**src/rtl/ram_fifo_ctrl.sv**
```systemverilog
// ram_fifo_ctrl
// Pointer/handshake controller that turns a single-write-port, async-read RAM
// into a first-word-fall-through FIFO.
// Ports:
//   clk, rst_n            clock, async active-low reset
//   clr                   sync clear of pointers, count and error flags
//   in_valid/in_ready     producer handshake, in_data passed to ram_din
//   out_valid/out_ready   consumer handshake, out_data is ram_dout
//   count, almost_full    occupancy 0..DEPTH and high-water flag
//   overflow, underflow   sticky error flags
//   ram_wen, ram_din, ram_addrin, ram_addrout, ram_dout   RAM interface
module ram_fifo_ctrl #(
  parameter int DATA_WIDTH = 8,
  parameter int ADDR_WIDTH = 3,
  parameter int AF_MARGIN  = 1
) (
  input  logic                  clk,
  input  logic                  rst_n,
  input  logic                  clr,
  input  logic                  in_valid,
  output logic                  in_ready,
  input  logic [DATA_WIDTH-1:0] in_data,
  output logic                  out_valid,
  input  logic                  out_ready,
  output logic [DATA_WIDTH-1:0] out_data,
  output logic [ADDR_WIDTH:0]   count,
  output logic                  almost_full,
  output logic                  overflow,
  output logic                  underflow,
  output logic                  ram_wen,
  output logic [DATA_WIDTH-1:0] ram_din,
  output logic [ADDR_WIDTH-1:0] ram_addrin,
  output logic [ADDR_WIDTH-1:0] ram_addrout,
  input  logic [DATA_WIDTH-1:0] ram_dout
);

  localparam int DEPTH = 1 << ADDR_WIDTH;
  localparam logic [ADDR_WIDTH:0] AF_LEVEL = (ADDR_WIDTH+1)'(DEPTH - AF_MARGIN);

  // Extra MSB on each pointer is a wrap flag that disambiguates full/empty.
  logic [ADDR_WIDTH:0] wr_ptr, rd_ptr;
  logic                empty, full, push, pop;

  // Status comes from registered state only; no path from in_valid/out_ready.
  assign empty = (wr_ptr == rd_ptr);
  assign full  = (wr_ptr[ADDR_WIDTH] != rd_ptr[ADDR_WIDTH]) &&
                 (wr_ptr[ADDR_WIDTH-1:0] == rd_ptr[ADDR_WIDTH-1:0]);

  assign in_ready  = !full;
  assign out_valid = !empty;
  assign push      = in_valid && in_ready && !clr;
  assign pop       = out_valid && out_ready && !clr;

  assign ram_wen     = push;
  assign ram_din     = in_data;
  assign ram_addrin  = wr_ptr[ADDR_WIDTH-1:0];
  assign ram_addrout = rd_ptr[ADDR_WIDTH-1:0];
  assign out_data    = ram_dout;
  assign almost_full = (count >= AF_LEVEL);

  always_ff @(posedge clk or negedge rst_n) begin
    if (!rst_n) begin
      wr_ptr    <= '0;
      rd_ptr    <= '0;
      count     <= '0;
      overflow  <= 1'b0;
      underflow <= 1'b0;
    end else if (clr) begin
      wr_ptr    <= '0;
      rd_ptr    <= '0;
      count     <= '0;
      overflow  <= 1'b0;
      underflow <= 1'b0;
    end else begin
      if (push) wr_ptr <= wr_ptr + 1'b1;
      if (pop)  rd_ptr <= rd_ptr + 1'b1;
      case ({push, pop})
        2'b10:   count <= count + 1'b1;
        2'b01:   count <= count - 1'b1;
        default: count <= count;
      endcase
      // Refused requests only mark the flag; pointers are untouched.
      if (in_valid && full)   overflow  <= 1'b1;
      if (out_ready && empty) underflow <= 1'b1;
    end
  end

endmodule

```
**config.mk**
```make
export PLATFORM = sky130hd
export DESIGN_NAME = ram_fifo_ctrl
export DESIGN_NICKNAME = d
export VERILOG_FILES = /design/src/rtl/ram_fifo_ctrl.sv
export SDC_FILE = /design/constraint.sdc
export NUM_CORES = 1
export LEC_CHECK = 0
export CAP_MARGIN = 10
export CORE_ASPECT_RATIO = 0.75
export CORE_MARGIN = 2
export CORE_UTILIZATION = 25
export DETAILED_ROUTE_END_ITERATION = 10
export PLACE_DENSITY = 0.63
export SETUP_SLACK_MARGIN = 0.02
export SYNTH_ARGS = -nofsm -noshare
export SYNTH_HDL_FRONTEND = slang
export SYNTH_SLANG_ARGS = --single-unit
export TNS_END_PERCENT = 50
```
**constraint.sdc**
```tcl
create_clock -name clk -period 2.4 [get_ports clk]
set_input_delay 0.36 -clock clk [delete_from_list [all_inputs] [get_ports clk]]
set_output_delay 0.36 -clock clk [all_outputs]
set_load 0.1 [all_outputs]
```
; ---- Yosys cells after proc, flatten, opt, wreduce, memory -nomap -nowiden
; Index checks and enable logic that the tools add are counted.
; Widths: inputs -> output; s select.
[word_totals]
reg_bits = 14
input_bits = 21
out_inout_bits = 32
elab_cells = 40
[classes]
n_addsub = 4
n_lt_le_gt_ge = 1
eq_ne = 5
mux = 10
reduce_logical = 15
[op_table]
columns = cell, count
row1 = $mux 4, 5
row2 = $add 4x1->4 const B, 3
row3 = $pmux 4 s2, 1
row4 = $reduce_bool 2->1, 4
row5 = $logic_and 1x1->1, 7
row6 = $eq 4x4->1, 1
row7 = $ge 4x3->1 const B, 1
row8 = $mux 1, 4
row9 = $sub 4x1->4 const B, 1
row10 = $eq 3x3->1, 1
row11 = $logic_not 1->1, 3
row12 = $reduce_bool 3->1, 1
row13 = $eq 2x1->1 const B, 1
row14 = $eq 2x2->1 const B, 1
row15 = $ne 1x1->1, 1

; ---- Depth between registers and ports, before layout
[logic_depth]
ltp_word = 8
depth_mapped = 9
depth_no_buf = 9

; ---- Worst setup path after synthesis
; Ideal clock, no wire load.
[synth_path]
kind = register to output
startpoint = register rd_ptr[0]
endpoint = output port ram_wen
arrival_time_ns = 2.558
required_ns = 2.040
slack_ns = -0.518
stages_incl_launch_ff = 6
path_buffers = 1
path_cell_list = dfrtp_1 xor2_2 or4_1 buf_6 nand2_1 nor2_1
[synth_between]
elab_chain_cells = 5
[synth_lines]
columns = item, line
row1 = start: declaration, 41  ; logic [ADDR_WIDTH:0] wr_ptr, rd_ptr;
row2 = start signal: assignment, 76  ; if (pop) rd_ptr <= rd_ptr + 1'b1;
row3 = $eq 3x3->1, 47  ; (wr_ptr[ADDR_WIDTH-1:0] == rd_ptr[ADDR_WIDTH-1:0]);
row4 = $logic_and 1x1->1, 46  ; assign full = (wr_ptr[ADDR_WIDTH] != rd_ptr[ADDR_WIDTH]) &&
row5 = $logic_not 1->1, 49  ; assign in_ready = !full;
row6 = net in_ready, 21  ; output logic in_ready,
row7 = $logic_and 1x1->1 (2 in a row), 51  ; assign push = in_valid && in_ready && !clr;
row8 = end: declaration, 30  ; output logic ram_wen,
; The timed path passes the listed nets, and every way through them passes these cells.

; ---- Worst setup path after layout
[layout_path]
startpoint = register wr_ptr[2]
endpoint = register count[3]
[layout_between]
elab_chain_cells = 8
word_cells_on_any_way = 14
classes_between = eq/ne: 4 / mux: 2 / reduce/logical: 8
[layout_lines]
columns = item, line
row1 = start: declaration, 41
row2 = start signal: assignment, 75  ; if (push) wr_ptr <= wr_ptr + 1'b1;
row3 = $eq 3x3->1, 47
row4 = $logic_and 1x1->1, 46
row5 = $logic_not 1->1, 49
row6 = $logic_and 1x1->1 (2 in a row), 51
row7 = $eq 2x1->1 or $eq 2x2->1 (tied branches), 77  ; case ({push, pop})
row8 = $pmux 4 s2, 77
row9 = $mux 4, 68  ; end else if (clr) begin
row10 = end signal: assignment, 78  ; 2'b10: count <= count + 1'b1;
row11 = end signal: assignment, 79  ; 2'b01: count <= count - 1'b1;
row12 = end signal: assignment, 80  ; default: count <= count;
row13 = end: declaration, 26  ; output logic [ADDR_WIDTH:0] count,
; Parallel ways exist; a longest one is shown, timed or not.
; A chain may end at the register's enable or synchronous reset.

==> impl_metrics.toml <==
[finish]
nFillCells = 411
layout_commonest_cell = "buf_4"
post-route-util_pct = 34.6
fin_area_um2 = 1390
fin_cells = 180
nets = 152
layout-drive-gt1-share_pct = 45.6
syn2layout_area_growth_pct = 34.2
layout_common_cells = "36 x buf_4, 14 x dfrtp_1, 9 x nor2_1"
diodes = 0

[job]
maxCapViolCount = 0

[place]
place_inst = 173
dpl_cell_area_um2 = 1290
hpwl_um = 1840
port_buffers = 20
place_congestion = 0.766

[clocking]
clkTransAtPathRegs_ps = 60
root_buffer = "clkbuf_8"
cts.hold.buffers_added = 0
numCtsBuffers = 3
clock_latency_ps = 250
clk_path_buf_depth = 2
htree_levels = 1
cts.sinks = 14
cts_tree = "built"

[setup_path]
cp_max_fo = 2
regToRegSetupSlack_ps = -80
worstPathRequired_ps = 2580
crit_type = "reg2reg"
cp.arrival_ps = 2660
critPathLaunchType = "flip-flop"
end_kind = "flip-flop"

[sta]
slew_viol_final = 0
fin_crit_ps = 2480
rsz0062_at_grt = "yes"
worstMarginPinSlew_ps = 705
max_freq_mhz = 403
fin_crit_sh_pct = 103
hold_viol_final = 0
finalSetupViolations = 1
slew_headroom_pct = 52.9
setup_ws_ps = -81.2
skew_ps = 1.03
whs_ps = 504

[synth]
netlist_area_um2 = 1030
synthFlopType = "dfrtp_1"
ys_warn_count = 0
ys_top_cells_by_area = "dfrtp_1 34%, buf_4 16%, xor2_1 5.1%, ha_1 4.8%, xor2_2 4.7%"
synth_area_leader_cell = "dfrtp_1"
synth_cell_types = 29
async_flop_share_pct = 100
ys_ff_latch = 14
synth_top_cell_area_share_pct = 33.9
synth-seq-area-share_pct = 33.9
synth.net_count = 129
synth_area_per_cell_um2 = 10.0
synth_edf_count = 0
netlist_instances = 103

[min_path]
hold_class = "reg2reg"

[die]
dieHeight_um = 59.7
fp.coreArea_um2 = 4000
die_w_um = 78.2
pin_count = 53
row_count = 20
dieArea_um2 = 4660
initial_utilization_pct = 25.8

[pwr]
power_density_nw_per_um2 = 890
ir_worst_vdd_mv = 0.402
p_total_mw = 1.23
p_leak_nw = 0.672

[grt]
grt_max_degree = 18
grt_pass1_vias = 810
grt_usage_pct = 10.8
antenna_found_initial = 0
overflow = 0
grt_pass1_wl_um = 3820

[drt]
num_vias = 801
wl_um = 2380
drt-wirelength-per-cell_um = 13.2
drtIter0Drc = 33
ant_nets = 0
drc = 0
first_pass_iters = 4
vias_per_cell = 4.45

[outcome]
violations = "negative setup slack"
status = "finished with violations"
==> final cells by class <==
cell class              count  area [µm²]  share of cell area, %
repair buffers             43         370                   26.7
clock buffers               4        55.1                   3.97
flip-flops and latches     14         350                   25.3
multi-input cells          64         541                   39.0
well taps                  55        68.8                   4.97
==> per-stage QoR <==
stage | setup WS, ps | TNS [ps]
finish | -81.2 | -81.2
global route | -236 | -236
CTS | -67.9 | -67.9
detailed placement | -144 | -144
global placement | -37.7 | -37.7
floorplan | -104 | -104
==> synthesized netlist by cell type (2+ instances only) <==
cell and count:
buf_4 22, dfrtp_1 14, nor2_1 10, a21oi_1 6, nand2_1 6, xor2_1 6, ha_1 4, nand3_1 4
xor2_2 3, a31oi_1 2, mux2i_1 2, nor3_1 2, o21ai_0 2, o31a_1 2, or3_1 2, or4_1 2
xnor2_1 2
==> layer usage <==
metal  vias up  share of wire [%]  GRT usage [%]
li1        382                  -              -
met1       384                 43           12.3
met2        31                 49           19.1
met3         4                7.4           4.68
met4         0                1.1           2.51
met5         -                  0              0
==> power breakdown <==
| group | switching [mW] | internal, mW | total (mW) |
|---|---|---|---|
| Combinational | 0.470 | 0.224 | 0.694 |
| Clock | 0.0890 | 0.146 | 0.235 |
| Sequential | 0.0390 | 0.265 | 0.304 |
| Total | 0.598 | 0.635 | 1.23 |
==> final timing paths <==
path	from	end	cells after the start
max	wr_ptr[2]	count[3]	9
max in group asynchronous	rst_n	rd_ptr[3]	1
min reg2reg	overflow	overflow	2
min in group asynchronous	rst_n	wr_ptr[2]	1
min	overflow	overflow	2
max reg2reg	wr_ptr[2]	count[3]	9
==> timing repair <==
action                                  in CTS  in global routing
gates resized for setup                      3                  2
pin swaps                                    5                  1
buffers inserted                             3                  0
endpoints found under the setup margin       2                  2
==> critical path: stages, from the launching register on <==
cell and delay [ps]:
dfrtp_1 430, xor2_2 200, o31a_1 340, nor3_2 200, ha_1 250, a21o_1 190
a21oi_2 160, nor4_1 70, or4_1 440, a21oi_2 130
==> registers in the layout, indices dropped and copies added (netlist names) <==
register	flops
wr_ptr	4
rd_ptr	4
underflow	1
overflow	1
count	4
==> cells by family (layout without fill, tap and decap cells) <==
group,Yosys count,in the layout,share of synthesized area [%]
AND/OR/NAND/NOR,27,27,12.0
buffers and inverters,25,47,17.8
AO/OA/AOI/OAI,19,19,16.0
flip-flops,14,14,33.9
XOR/XNOR,11,11,11.5
adder cells (fa/ha/maj),5,5,6.79
multiplexers,2,2,1.94
(Power assumes the default switching activity.)
